[src/rtl/dpram_bist_pkg.sv]
// ============================================================================
// dpram_bist_pkg : state encoding, March C- element table and pattern helper
// Revision 1.0
// ============================================================================
`default_nettype none

package dpram_bist_pkg;

  typedef enum logic [2:0] {
    ST_IDLE = 3'd0,
    ST_M0   = 3'd1,
    ST_M1   = 3'd2,
    ST_M2   = 3'd3,
    ST_M3   = 3'd4,
    ST_M4   = 3'd5,
    ST_M5   = 3'd6,
    ST_DONE = 3'd7
  } state_e;

  typedef struct packed {
    logic dn;       // sweep N-1 down to 0
    logic has_rd;   // element starts with a read
    logic exp_pol;  // polarity expected on that read
    logic has_wr;   // element writes
    logic wr_pol;   // polarity written
  } elem_t;

  // Indexed directly by state_e; IDLE and DONE rows are inert.
  localparam elem_t ELEM_TBL [8] = '{
    '{1'b0, 1'b0, 1'b0, 1'b0, 1'b0},  // IDLE
    '{1'b0, 1'b0, 1'b0, 1'b1, 1'b0},  // M0 up   w0
    '{1'b0, 1'b1, 1'b0, 1'b1, 1'b1},  // M1 up   r0 w1
    '{1'b0, 1'b1, 1'b1, 1'b1, 1'b0},  // M2 up   r1 w0
    '{1'b1, 1'b1, 1'b0, 1'b1, 1'b1},  // M3 down r0 w1
    '{1'b1, 1'b1, 1'b1, 1'b1, 1'b0},  // M4 down r1 w0
    '{1'b1, 1'b1, 1'b0, 1'b0, 1'b0},  // M5 down r0
    '{1'b0, 1'b0, 1'b0, 1'b0, 1'b0}   // DONE
  };

  localparam int MAX_DATA_W = 64;

  function automatic logic [MAX_DATA_W-1:0] pattern(input logic pol,
                                                    input logic [MAX_DATA_W-1:0] bg);
    return pol ? ~bg : bg;
  endfunction

endpackage

`default_nettype wire

[src/rtl/dpram_march_bist_if.sv]
// ============================================================================
// dpram_march_bist_if : controller status and RAM port signals of the BIST
// Revision 1.0
// ============================================================================
`default_nettype none

interface dpram_march_bist_if #(
  parameter int ADDR_W = 12,
  parameter int DATA_W = 16
);

  logic              start;
  logic              busy;
  logic              done;
  logic              fail;
  logic [ADDR_W-1:0] fail_addr;
  logic [DATA_W-1:0] fail_data;
  logic              a_ce;
  logic              a_we;
  logic [ADDR_W-1:0] a_addr;
  logic [DATA_W-1:0] a_write;
  logic              b_ce;
  logic              b_we;
  logic [ADDR_W-1:0] b_addr;
  logic [DATA_W-1:0] b_write;
  logic [DATA_W-1:0] b_read;

  modport master (
    input  start, b_read,
    output busy, done, fail, fail_addr, fail_data,
           a_ce, a_we, a_addr, a_write, b_ce, b_we, b_addr, b_write
  );

  modport slave (
    output start, b_read,
    input  busy, done, fail, fail_addr, fail_data,
           a_ce, a_we, a_addr, a_write, b_ce, b_we, b_addr, b_write
  );

endinterface

`default_nettype wire

[src/rtl/dpram_bist_addrgen.sv]
// ============================================================================
// dpram_bist_addrgen : loadable up/down address counter with terminal flag and
//                      a one-cycle-delayed copy used by the write/compare stage
// Revision 1.0
// ============================================================================
`default_nettype none

module dpram_bist_addrgen #(
  parameter int ADDR_W = 12
) (
  input  logic              clk,
  input  logic              reset,
  input  logic              load_i,
  input  logic              ld_dn_i,
  input  logic              step_i,
  input  logic              dn_i,
  input  logic              same_i,
  output logic [ADDR_W-1:0] addr_o,
  output logic [ADDR_W-1:0] dly_o,
  output logic              tc_o
);

  logic [ADDR_W-1:0] addr_q, addr_d;
  logic [ADDR_W-1:0] dly_q, dly_d;

  always_comb begin
    addr_d = addr_q;
    if (load_i) begin
      addr_d = ld_dn_i ? '1 : '0;
    end else if (step_i) begin
      addr_d = dn_i ? (addr_q - 1'b1) : (addr_q + 1'b1);
    end
    // Write-only elements write the address being issued, not the previous one.
    dly_d = same_i ? addr_d : addr_q;
  end

  always_ff @(posedge clk) begin
    if (reset) begin
      addr_q <= '0;
      dly_q  <= '0;
    end else begin
      addr_q <= addr_d;
      dly_q  <= dly_d;
    end
  end

  assign addr_o = addr_q;
  assign dly_o  = dly_q;
  assign tc_o   = dn_i ? (addr_q == '0) : (addr_q == '1);

endmodule

`default_nettype wire

[src/rtl/dpram_march_bist.sv]
// ============================================================================
// dpram_march_bist : March C- engine, writes via port A, reads/compares via B
// Revision 1.0
// ============================================================================
`default_nettype none

module dpram_march_bist
  import dpram_bist_pkg::*;
#(
  parameter int                ADDR_W = 12,
  parameter int                DATA_W = 16,
  parameter logic [DATA_W-1:0] BG     = DATA_W'(16'h5A5A)
) (
  input logic                clk,
  input logic                reset,
  dpram_march_bist_if.master bus
);

  state_e            state_q, state_d;
  logic              rd_q, rd_d;      // this cycle issues the element's read (or M0 write)
  logic              pend_q, pend_d;  // previous cycle read: compare and write back now
  logic              load, step, accept, mismatch;
  logic              a_ce_q, a_ce_d, b_ce_q, b_ce_d;
  logic [DATA_W-1:0] a_write_q, a_write_d, exp_w;
  logic              busy_q, done_q, fail_q;
  logic [ADDR_W-1:0] fail_addr_q;
  logic [DATA_W-1:0] fail_data_q;
  logic [ADDR_W-1:0] addr, dly;
  logic              tc;

  function automatic logic [DATA_W-1:0] pat(input logic pol);
    return DATA_W'(pattern(pol, MAX_DATA_W'(BG)));
  endfunction

  dpram_bist_addrgen #(.ADDR_W(ADDR_W)) u_addrgen (
    .clk     (clk),
    .reset   (reset),
    .load_i  (load),
    .ld_dn_i (ELEM_TBL[state_d].dn),
    .step_i  (step),
    .dn_i    (ELEM_TBL[state_q].dn),
    .same_i  (state_d == ST_M0),
    .addr_o  (addr),
    .dly_o   (dly),
    .tc_o    (tc)
  );

  always_comb begin
    state_d   = state_q;
    rd_d      = rd_q;
    pend_d    = pend_q;
    load      = 1'b0;
    step      = 1'b0;
    accept    = 1'b0;
    exp_w     = pat(ELEM_TBL[state_q].exp_pol);
    mismatch  = ELEM_TBL[state_q].has_rd && pend_q && (bus.b_read != exp_w);

    case (state_q)
      ST_IDLE, ST_DONE: begin
        if (bus.start) begin
          accept  = 1'b1;
          state_d = ST_M0;
          load    = 1'b1;
          rd_d    = 1'b1;
          pend_d  = 1'b0;
        end
      end
      default: begin
        if (mismatch) begin
          state_d = ST_DONE;
          rd_d    = 1'b0;
          pend_d  = 1'b0;
        end else if (ELEM_TBL[state_q].has_rd ? !rd_q : tc) begin
          // Element complete; M5 + 1 encodes DONE.
          state_d = state_e'(state_q + 3'd1);
          pend_d  = 1'b0;
          rd_d    = (state_d != ST_DONE);
          load    = (state_d != ST_DONE);
        end else begin
          step = 1'b1;
          if (ELEM_TBL[state_q].has_rd) begin
            pend_d = 1'b1;
            rd_d   = !tc;
          end
        end
      end
    endcase

    a_ce_d    = ELEM_TBL[state_d].has_wr &&
                (ELEM_TBL[state_d].has_rd ? pend_d : rd_d);
    b_ce_d    = ELEM_TBL[state_d].has_rd && rd_d;
    a_write_d = a_ce_d ? pat(ELEM_TBL[state_d].wr_pol) : '0;
  end

  always_ff @(posedge clk) begin
    if (reset) begin
      state_q     <= ST_IDLE;
      rd_q        <= 1'b0;
      pend_q      <= 1'b0;
      a_ce_q      <= 1'b0;
      b_ce_q      <= 1'b0;
      a_write_q   <= '0;
      busy_q      <= 1'b0;
      done_q      <= 1'b0;
      fail_q      <= 1'b0;
      fail_addr_q <= '0;
      fail_data_q <= '0;
    end else begin
      state_q   <= state_d;
      rd_q      <= rd_d;
      pend_q    <= pend_d;
      a_ce_q    <= a_ce_d;
      b_ce_q    <= b_ce_d;
      a_write_q <= a_write_d;
      busy_q    <= (state_d != ST_IDLE) && (state_d != ST_DONE);
      done_q    <= (state_d == ST_DONE);
      if (accept) begin
        fail_q      <= 1'b0;
        fail_addr_q <= '0;
        fail_data_q <= '0;
      end else if (mismatch && !fail_q) begin
        fail_q      <= 1'b1;
        fail_addr_q <= dly;
        fail_data_q <= bus.b_read;
      end
    end
  end

  assign bus.busy      = busy_q;
  assign bus.done      = done_q;
  assign bus.fail      = fail_q;
  assign bus.fail_addr = fail_addr_q;
  assign bus.fail_data = fail_data_q;
  assign bus.a_ce      = a_ce_q;
  assign bus.a_we      = a_ce_q;
  assign bus.a_addr    = dly;
  assign bus.a_write   = a_write_q;
  assign bus.b_ce      = b_ce_q;
  assign bus.b_we      = 1'b0;
  assign bus.b_addr    = addr;
  assign bus.b_write   = '0;

endmodule

`default_nettype wire
[src/flat_wrapper.sv]
// flat-port wrapper written by rule: the top's interface ports become plain ports
module dpram_march_bist_flat import dpram_bist_pkg::*;
#(
  parameter int                ADDR_W = 12,
  parameter int                DATA_W = 16,
  parameter logic [DATA_W-1:0] BG     = DATA_W'(16'h5A5A)
)
  (clk, reset, bus_start, bus_b_read, bus_busy, bus_done, bus_fail, bus_fail_addr, bus_fail_data, bus_a_ce, bus_a_we, bus_a_addr, bus_a_write, bus_b_ce, bus_b_we, bus_b_addr, bus_b_write);
  dpram_march_bist_if #(.ADDR_W(ADDR_W), .DATA_W(DATA_W)) bus_i ();
  input logic clk;
  input logic reset;
  input wire logic [$bits(bus_i.start)-1:0] bus_start;
  input wire logic [$bits(bus_i.b_read)-1:0] bus_b_read;
  output wire logic [$bits(bus_i.busy)-1:0] bus_busy;
  output wire logic [$bits(bus_i.done)-1:0] bus_done;
  output wire logic [$bits(bus_i.fail)-1:0] bus_fail;
  output wire logic [$bits(bus_i.fail_addr)-1:0] bus_fail_addr;
  output wire logic [$bits(bus_i.fail_data)-1:0] bus_fail_data;
  output wire logic [$bits(bus_i.a_ce)-1:0] bus_a_ce;
  output wire logic [$bits(bus_i.a_we)-1:0] bus_a_we;
  output wire logic [$bits(bus_i.a_addr)-1:0] bus_a_addr;
  output wire logic [$bits(bus_i.a_write)-1:0] bus_a_write;
  output wire logic [$bits(bus_i.b_ce)-1:0] bus_b_ce;
  output wire logic [$bits(bus_i.b_we)-1:0] bus_b_we;
  output wire logic [$bits(bus_i.b_addr)-1:0] bus_b_addr;
  output wire logic [$bits(bus_i.b_write)-1:0] bus_b_write;
  assign bus_i.start = bus_start;
  assign bus_i.b_read = bus_b_read;
  assign bus_busy = bus_i.busy;
  assign bus_done = bus_i.done;
  assign bus_fail = bus_i.fail;
  assign bus_fail_addr = bus_i.fail_addr;
  assign bus_fail_data = bus_i.fail_data;
  assign bus_a_ce = bus_i.a_ce;
  assign bus_a_we = bus_i.a_we;
  assign bus_a_addr = bus_i.a_addr;
  assign bus_a_write = bus_i.a_write;
  assign bus_b_ce = bus_i.b_ce;
  assign bus_b_we = bus_i.b_we;
  assign bus_b_addr = bus_i.b_addr;
  assign bus_b_write = bus_i.b_write;
  dpram_march_bist #(.ADDR_W(ADDR_W), .DATA_W(DATA_W), .BG(BG)) u_core (.clk(clk), .reset(reset), .bus(bus_i));
endmodule
[config.mk]
export PLATFORM = sky130hd
export DESIGN_NAME = dpram_march_bist_flat
export DESIGN_NICKNAME = d
export VERILOG_FILES = /design/src/rtl/dpram_bist_pkg.sv /design/src/rtl/dpram_march_bist_if.sv /design/src/rtl/dpram_bist_addrgen.sv /design/src/rtl/dpram_march_bist.sv /design/src/flat_wrapper.sv
export SDC_FILE = /design/constraint.sdc
export NUM_CORES = 1
export LEC_CHECK = 0
export ABC_AREA = 1
export CORE_ASPECT_RATIO = 1.2
export CORE_MARGIN = 10
export CORE_UTILIZATION = 40
export CTS_CLUSTER_SIZE = 28
export DETAILED_ROUTE_END_ITERATION = 10
export HOLD_SLACK_MARGIN = 0.12
export PLACE_DENSITY_LB_ADDON = 0.1
export SETUP_SLACK_MARGIN = 0.1
export SLEW_MARGIN = 20
export SYNTH_ARGS = -nofsm -noshare
export SYNTH_HDL_FRONTEND = slang
export SYNTH_SLANG_ARGS = --single-unit
export TNS_END_PERCENT = 100
[constraint.sdc]
create_clock -name clk -period 3.3 [get_ports clk]
set_clock_uncertainty 0.2 [all_clocks]
set_input_delay 0.825 -clock clk [delete_from_list [all_inputs] [get_ports clk]]
set_output_delay 0.825 -clock clk [all_outputs]
set_load 0.05 [all_outputs]
==> parameters.txt, run 1 <==
Parameter                              Value

Synthesis
  Instance count of the mapped netlist ... around 530
  Fraction of the yosys area taken by sequential cells ... 0.347
  Total of warnings raised by yosys ... 0
  Top cells by area, synth ... sky130_fd_sc_hd__dfxtp_1, sky130_fd_sc_hd__nand2_1, sky130_fd_sc_hd__nor2_1, sky130_fd_sc_hd__a21oi_1, sky130_fd_sc_hd__buf_4
  Post-synth top area cell ... sky130_fd_sc_hd__dfxtp_1
  Synthesized area per cell ... 6.93 µm²
  Post-synthesis sequential element count ... 64
  Yosys top cell area share ... 0.347
  Synthesized area ... 3690 µm²
  Library cells used by synthesis ... 36

CTS
  CTS tree ... yes
  Bufs on Longest Clock Path ... 2
  Hold buffer count at cts ... 0
  CTS H-tree depth ... 3
  TritonCTS buffer count ... 9
  CTS sink count ... 64
  Number of buffers inserted to repair setup after CTS ... 0
  Clock Latency Late Sink ... 0.35 ns
  Number of cells upsized or downsized after cts ... 0
  Root Buffer Master ... sky130_fd_sc_hd__clkbuf_8
  Clock-pin transition on the worst setup and hold timing paths ... 0.07 ns

Timing
  Final hold violations ... 0
  Setup repair after global routing missed its margin ... false
  Final slew viol count ... 0
  Total Neg Setup Slack ... 0 ns
  Period utilization ... 0.879
  Slew of the pin with the lowest slew margin ... 0.749 ns
  Final critical path time including I/O delays and setup ... between 2 and 3 ns
  Worst-case setup margin in the final layout ... approximately 0.4 ns
  Worst slew margin ... 0.500
  Fmax ... 345 MHz
  Setup violators final ... 0

Floorplan
  Initial core utilization ... 0.408
  Std-Cell Rows ... 38
  Floorplan core area ... 9030 µm²
  Number of top-level design ports ... 110
  Die outline width ... 108 µm
  Overall die height ... between 100 and 150 µm
  Area of the die ... 13500 µm²

Cells and area
  Number of nets in the finished design ... ~650
  Multi-input combinational cell area ... approximately 2000 µm²
  Ant. Diodes ... 0
  Share of cells above drive strength 1 ... 0.0860
  Area taken by flip-flops and latches ... 1280 µm²
  Number of fill cells ... 878
  Area growth from synthesis to layout ... 29.3%

Status
  Outcome ... completed

Critical path
  Required time of the worst setup path ... around 3.3 ns
  Crit-path max FO ... 11
  Worst setup path class ... reg2reg
  Category of the worst setup path capture point ... register
  Sort of element at the start of the critical path ... register
  Data arrival at the endpoint of the critical path ... 2.94 ns

Route
  # DRC ... 0
  TritonRoute pass-1 iters ... 4
  Total number of vias ... roughly 3500
  Detail-routed via count per cell ... ~4.7
  Routed length per placed instance ... 13.6 µm
  Post-route antenna net violation count ... 0
  Aggregate routed wire length ... roughly 10000 µm
  Iteration-0 DRC count of the detailed router ... 143

Global routing
  Wire length of the first global-routing pass ... 16100 µm
  Pin count of the biggest net entering global routing ... 33
  Congestion Overflow GR ... 0
  Initial antenna violation count ... 0
  GRT Resource Usage Total ... 0.146
  Number of global-route vias before repair ... 3247

Placement
  Buffers added on ports ... 92
  GPL Wtd Cong ... 0.846
  Pre-CTS setup slack ... 0.0411 ns
  Detailed placer's ending HPWL ... 7840 µm

Pwr
  Max rail drop VDD ... 0.439 mV
  Lkg Pwr ... 2.03 nW
  PD cells ... 887 nW/µm²

Run
  Max Cap Violations ... 0

Hold path
  Type of the worst min-delay path ... reg2reg
## final timing paths
check	start	to	slack, ns	cells past startpoint
max	u_core.state_q[0]	u_core.u_addrgen.dly_o[8]	0.40	15
min reg2reg	u_core.bus.fail_data[14]	u_core.bus.fail_data[14]	0.26	2
max reg2reg	u_core.state_q[0]	u_core.u_addrgen.dly_o[8]	0.40	15
min	u_core.bus.fail_data[14]	u_core.bus.fail_data[14]	0.26	2
## report_power, final
group / switching (mW) / total (mW) / internal [mW]
clock network: 0.293 / 0.723 / 0.430
logic: 1.62 / 2.41 / 0.790
registers: 0.172 / 1.09 / 0.920
## cells in the final DEF (no fill, tap or decap), types with 2 or more instances in the layout
cell type	n
sky130_fd_sc_hd__nand2_1	129
sky130_fd_sc_hd__clkdlybuf4s50_1	92
sky130_fd_sc_hd__nor2_1	70
sky130_fd_sc_hd__dfxtp_1	64
sky130_fd_sc_hd__a21oi_1	48
sky130_fd_sc_hd__inv_1	42
sky130_fd_sc_hd__nand3_1	29
sky130_fd_sc_hd__conb_1	17
sky130_fd_sc_hd__ha_1	15
sky130_fd_sc_hd__clkbuf_8	13
sky130_fd_sc_hd__o21ai_1	10
sky130_fd_sc_hd__o21ai_0	9
sky130_fd_sc_hd__o211ai_1	9
sky130_fd_sc_hd__buf_4	9
sky130_fd_sc_hd__nand2_2	8
sky130_fd_sc_hd__xor2_1	7
sky130_fd_sc_hd__inv_2	6
sky130_fd_sc_hd__nor2_2	5
sky130_fd_sc_hd__a211oi_1	5
sky130_fd_sc_hd__nand4_1	3
sky130_fd_sc_hd__nand3_2	3
sky130_fd_sc_hd__o21ai_2	3
sky130_fd_sc_hd__nor3_1	3
sky130_fd_sc_hd__nor2_4	2
sky130_fd_sc_hd__xnor2_1	2
## sequential cells by signal (all words and copies together), names as in the netlist
register / flops
u_core.bus.a_ce: 1
u_core.bus.a_write: 2
u_core.bus.b_ce: 1
u_core.bus.busy: 1
u_core.bus.done: 1
u_core.bus.fail: 1
u_core.bus.fail_addr: 12
u_core.bus.fail_data: 16
u_core.pend_q: 1
u_core.rd_q: 1
u_core.state_q: 3
u_core.u_addrgen.addr_o: 12
u_core.u_addrgen.dly_o: 12
## cells in the mapped netlist (all sizes together)
master	instances
a211oi	5
a21boi	2
a21oi	49
and3	1
buf	42
clkbuf	7
clkinv	1
conb	1
dfxtp	64
fa	1
ha	15
inv	48
nand2	137
nand3	32
nand4	3
nor2	77
nor3	3
o211ai	9
o21a	1
o21ai	22
o21bai	2
o31ai	1
xnor2	2
xor2	7
## worst max-delay path, stage by stage (launching register included)
cell and delay, ns:
sky130_fd_sc_hd__dfxtp_1 0.46, sky130_fd_sc_hd__ha_1 0.24, sky130_fd_sc_hd__nor2_1 0.06, sky130_fd_sc_hd__buf_4 0.18, sky130_fd_sc_hd__ha_1 0.34, sky130_fd_sc_hd__a21oi_1 0.23, sky130_fd_sc_hd__o21ai_0 0.16, sky130_fd_sc_hd__a21oi_1 0.22
sky130_fd_sc_hd__nor2_1 0.06, sky130_fd_sc_hd__nor2_1 0.11, sky130_fd_sc_hd__xor2_1 0.17, sky130_fd_sc_hd__nand2_1 0.07, sky130_fd_sc_hd__nand3_1 0.09, sky130_fd_sc_hd__nand2_1 0.06, sky130_fd_sc_hd__nor2_1 0.10, sky130_fd_sc_hd__nor2_1 0.04
## per-stage QoR
stage / utilization / cells / total power [mW] / hold slack, ns / instance area, µm²
2_1_floorplan: - / 548 / 2.97 / 0.287 / 3750
3_3_place_gp: 0.504 / 720 / 3.51 / 0.249 / 4550
3_5_place_dp: 0.504 / 720 / 3.52 / 0.251 / 4550
4_1_cts: 0.528 / 736 / 4.26 / 0.262 / 4770
5_1_grt: 0.528 / 736 / 4.55 / 0.278 / 4770
6_report: 0.528 / 736 / 4.23 / 0.260 / 4770
## area by class of cell
cell class	count	area share
Timing Repair Buffer	101	0.207
Sequential cell	64	0.269
Inverter	49	0.0386
Multi-Input combinational cell	386	0.408
Tap cell	120	0.0315
Clock buffer	14	0.0383
Clock inverter	2	0.00735
## routing by layer
layer / up-vias / share of wire / track usage
li1: 1812 / - / -
met1: 1548 / 0.45 / 0.179
met2: 86 / 0.47 / 0.231
met3: 10 / 0.063 / 0.0488
met4: 0 / 0.017 / 0.0551
met5: - / 0 / 0
## cells by family (layout without fill, tap and decap cells)
logic type | count (synthesis) | after routing | synth area share
xor gates and xnor gates | 9 | 9 | 0.0214
other | 1 | 17 | 0.00102
AOI/OAI and AO/OA | 91 | 91 | 0.143
and+or+nand+nor | 253 | 253 | 0.288
buffers and inverters | 98 | 166 | 0.142
DFF | 64 | 64 | 0.347
adders and majority gates | 16 | 16 | 0.0563
(Power assumes the default switching activity.)
==> inputs of run 2 (changes only) <==
--- a/config.mk
+++ b/config.mk
@@ -5,10 +5,9 @@
 export SDC_FILE = /design/constraint.sdc
 export NUM_CORES = 1
 export LEC_CHECK = 0
-export ABC_AREA = 1
 export CORE_ASPECT_RATIO = 1.2
 export CORE_MARGIN = 10
-export CORE_UTILIZATION = 40
+export CORE_UTILIZATION = 45
 export CTS_CLUSTER_SIZE = 28
 export DETAILED_ROUTE_END_ITERATION = 10
 export HOLD_SLACK_MARGIN = 0.12
==> run 2 against run 1 <==
  * Maximum frequency decreased by 7.7%
  * Synthesized area decreased by 5.4%
  * Global-route usage increased by 2.3 points
  * Combinational power decreased by 83%
  * Routed wire length increased by 4.1%
  * Critical path depth decreased by 6
  * Setup slack got worse by 0.24 ns
  * Critical path type is now in2reg
  * Core utilization increased by 15 points
  * Largest cell class unchanged
  * Non-clock buffer count increased by 52
  * Final area increased by 8.9%
  * Power decreased by 55%
  * Synthesized cell count decreased by 20%
==> parameters.txt, run 2 <==
Parameter                              Value

Pwr
  Total Power ... 1.89 mW (-55%)
  PD cells ... 363 nW/µm² (-59%)
  Lkg Pwr ... 2.00 nW (-1.3%)
  Max rail drop VDD ... 0.260 mV (-41%)

Timing
  Period utilization ... 0.952 (+0.0736)
  Worst slew margin ... 0.598 (+0.0984)
  Slew of the pin with the lowest slew margin ... 0.601 ns (-0.148 ns)
  Worst hold slack ... 0.252 ns (-0.00812 ns)
  Setup violators final ... 0 (unchanged)
  Final hold violations ... 0 (unchanged)
  Fmax ... 318 MHz (-7.7%)
  Final critical path time including I/O delays and setup ... 3.14 ns (+0.243 ns)
  Setup repair after global routing missed its margin ... false
  Total Neg Setup Slack ... 0 ns (unchanged)
  Final slew viol count ... 0 (unchanged)

Placement
  Buffers added on ports ... 92 (unchanged)
  Post-placement cell area ... 4640 µm² (+2.0%)
  GPL Wtd Cong ... 0.913 (+7.9%)
  Detailed placer's ending HPWL ... 7570 µm (-3.3%)
  Placed cell count ... 620 (-14%)

Floorplan
  Die outline width ... 100 µm (-6.8%)
  Area of the die ... 11700 µm² (-13%)
  Floorplan core area ... 7620 µm² (-16%)
  Number of top-level design ports ... 110 (unchanged)
  Overall die height ... 116 µm (-7.0%)
  Std-Cell Rows ... 35 (-7.9%)
  Initial core utilization ... 0.458 (+0.0497)

Cells and area
  Number of fill cells ... 623 (-29%)
  Multi-input combinational cell area ... 2150 µm² (+10%)
  Ant. Diodes ... 0 (unchanged)
  Number of nets in the finished design ... 589 (-8.8%)
  Share of cells above drive strength 1 ... 0.243 (+0.157)
  Final std cell area, no fill ... 5190 µm² (+8.9%)
  Commonest cells after routing, fill and taps aside ... sky130_fd_sc_hd__nand2_1, sky130_fd_sc_hd__clkdlybuf4s50_1, sky130_fd_sc_hd__dfxtp_1
  Area growth from synthesis to layout ... 48.8%
  Leading cell type in the layout, fill and taps excluded ... sky130_fd_sc_hd__nand2_1
  Flip-flop count of the largest register, all copies and words added ... 16 (unchanged)
  Count of placed standard cells in the final layout, fillers left out ... 651 (-12%)
  Area taken by flip-flops and latches ... 1280 µm² (+0.20%)

Synthesis
  Library cells used by synthesis ... 61 (+69%)
  Dominant cell by count in the synthesized netlist ... sky130_fd_sc_hd__nand2_1
  Post-synthesis sequential element count ... 64 (unchanged)
  Synthesized area per cell ... 8.17 µm² (+18%)
  Most instantiated cells after synthesis ... sky130_fd_sc_hd__nand2_1, sky130_fd_sc_hd__dfxtp_1, sky130_fd_sc_hd__a21oi_1
  Synthesized area ... 3490 µm² (-5.4%)
  Fraction of the yosys area taken by sequential cells ... 0.367 (+0.0198)
  Main synth FF type ... sky130_fd_sc_hd__dfxtp_1
  Instance count of the mapped netlist ... 427 (-20%)
  Yosys top cell area share ... 0.367 (+0.0198)
  Post-synth top area cell ... sky130_fd_sc_hd__dfxtp_1
  Count of flip-flops with a built-in enable after synthesis ... 0 (unchanged)
  Total of warnings raised by yosys ... 0 (unchanged)
  Post-synthesis async set-or-reset flop share ... 0 (unchanged)
  Top cells by area, synth ... sky130_fd_sc_hd__dfxtp_1, sky130_fd_sc_hd__nand2_1, sky130_fd_sc_hd__buf_4, sky130_fd_sc_hd__a21oi_1, sky130_fd_sc_hd__ha_1

CTS
  Clock-pin transition on the worst setup and hold timing paths ... 0.07 ns (about the same)
  TritonCTS buffer count ... 9 (unchanged)
  CTS H-tree depth ... 3 (unchanged)
  Clock Latency Late Sink ... 0.34 ns (about the same)
  CTS tree ... yes
  CTS sink count ... 64 (unchanged)
  Bufs on Longest Clock Path ... 2 (unchanged)
  Root Buffer Master ... sky130_fd_sc_hd__clkbuf_8

Route
  Post-route antenna net violation count ... 0 (unchanged)
  Aggregate routed wire length ... 10400 µm (+4.1%)
  TritonRoute pass-1 iters ... 4 (unchanged)
  Total number of vias ... 3391 (-1.9%)
  Routed length per placed instance ... 16.0 µm (+18%)
  Iteration-0 DRC count of the detailed router ... 246 (+72%)
  Detail-routed via count per cell ... 5.21 (+11%)
  # DRC ... 0 (unchanged)

Hold path
  Type of the worst min-delay path ... reg2reg

Global routing
  GRT Resource Usage Total ... 0.170 (+0.0231)
  Congestion Overflow GR ... 0 (unchanged)
  Initial antenna violation count ... 0 (unchanged)
  Wire length of the first global-routing pass ... 16300 µm (+0.86%)
  Pin count of the biggest net entering global routing ... 34 (+3.0%)
  Number of global-route vias before repair ... 3284 (+1.1%)

Critical path
  Sort of element at the start of the critical path ... input port
  Critical path's slowest cell ... sky130_fd_sc_hd__or4_4
  Data arrival at the endpoint of the critical path ... 3.16 ns (+0.22 ns)
  Category of the worst setup path capture point ... register
  Required time of the worst setup path ... 3.32 ns (-0.02 ns)
  Critical Path, Cell by Cell ... clkdlybuf4s15_1, nand4bb_4, or4_4, a221o_1, nand3_2, nor3b_4, buf_2, buf_4, a211oi_2
  Crit-path max FO ... 9 (-2)
  Peak per-stage delay on the critical path ... 0.58 ns (+0.12 ns)
  Worst setup path class ... in2reg

Run
  Max Cap Violations ... 0 (unchanged)

Status
  Outcome ... completed
## run 2: cell types whose count changed after synthesis, sizes merged, moves of 7 or more
cell    change
nor2       -47
nand2b      +8
o211ai      -8
inv        -41
nor2b       +7
clkbuf      +9
nand2      -57
nand3      -28
## run 2: per-layer routing
metal,vias up,share of wire,track usage
met3,12,0.059,0.0420
met1,1583,0.44,0.207
met2,108,0.49,0.285
met5,-,0,0
met4,0,0.013,0.0557
li1,1688,-,-
## run 2: kinds of logic (layout without fill, tap and decap cells)
logic type / Yosys count / count (layout) / share of synthesized area
muxes: 3 / 3 / 0.0100
DFF: 64 / 64 / 0.367
AOI/OAI and AO/OA: 106 / 106 / 0.199
adders and majority gates: 16 / 16 / 0.0595
buffers and inverters: 60 / 176 / 0.105
other: 1 / 17 / 0.00107
xor gates and xnor gates: 14 / 14 / 0.0351
and+or+nand+nor: 163 / 163 / 0.223
## run 2: final cells by class
class | count | area share
well taps | 92 | 0.0222
clock buffers | 9 | 0.0238
multi-input cells | 319 | 0.414
inverters | 7 | 0.00554
repair buffers | 153 | 0.273
flip-flops and latches | 64 | 0.247
clock inverters | 7 | 0.0137
## run 2: worst max-delay path, delay by kind of cell
kind	cells	cell delay, ns
AND/OR/NAND/NOR	4	1.14
buffers and inverters	3	0.73
AO/OA/AOI/OAI	2	0.45
## run 2: worst paths after layout
kind              slack [ns]  cells after the start                        end                     from
setup / recovery        0.16                      9  u_core.u_addrgen.dly_o[5]           bus_b_read[12]
hold / removal          0.25                      2    u_core.bus.fail_addr[8]  u_core.bus.fail_addr[8]
setup reg to reg        0.16                     10  u_core.u_addrgen.dly_o[5]        u_core.state_q[0]
hold reg to reg         0.25                      2    u_core.bus.fail_addr[8]  u_core.bus.fail_addr[8]
## run 2: per-stage QoR
stage | utilization | setup WS [ns]
finish | 0.682 | 0.157
detailed placement | 0.610 | -0.625
floorplan | - | 0.129
CTS | 0.657 | 0.0561
global route | 0.682 | 0.0910
global placement | 0.610 | -0.575
## run 2: power by group
part | switching [mW] | total (mW) | internal, mW | leakage (nW)
sequential | 0.0130 | 0.804 | 0.791 | 0.519
combinational | 0.270 | 0.414 | 0.143 | 1.38
clock | 0.318 | 0.668 | 0.350 | 0.103
total | 0.601 | 1.89 | 1.28 | 2.00
## run 2: what timing repair did
action | 4_1_cts | 5_1_grt
gates cloned | 1 | 1
gates resized for setup | 46 | 50
endpoints found under the setup margin | 54 | 39
setup buffers | 6 | 7
hold buffers | 0 | 0
pin swaps | 12 | 19
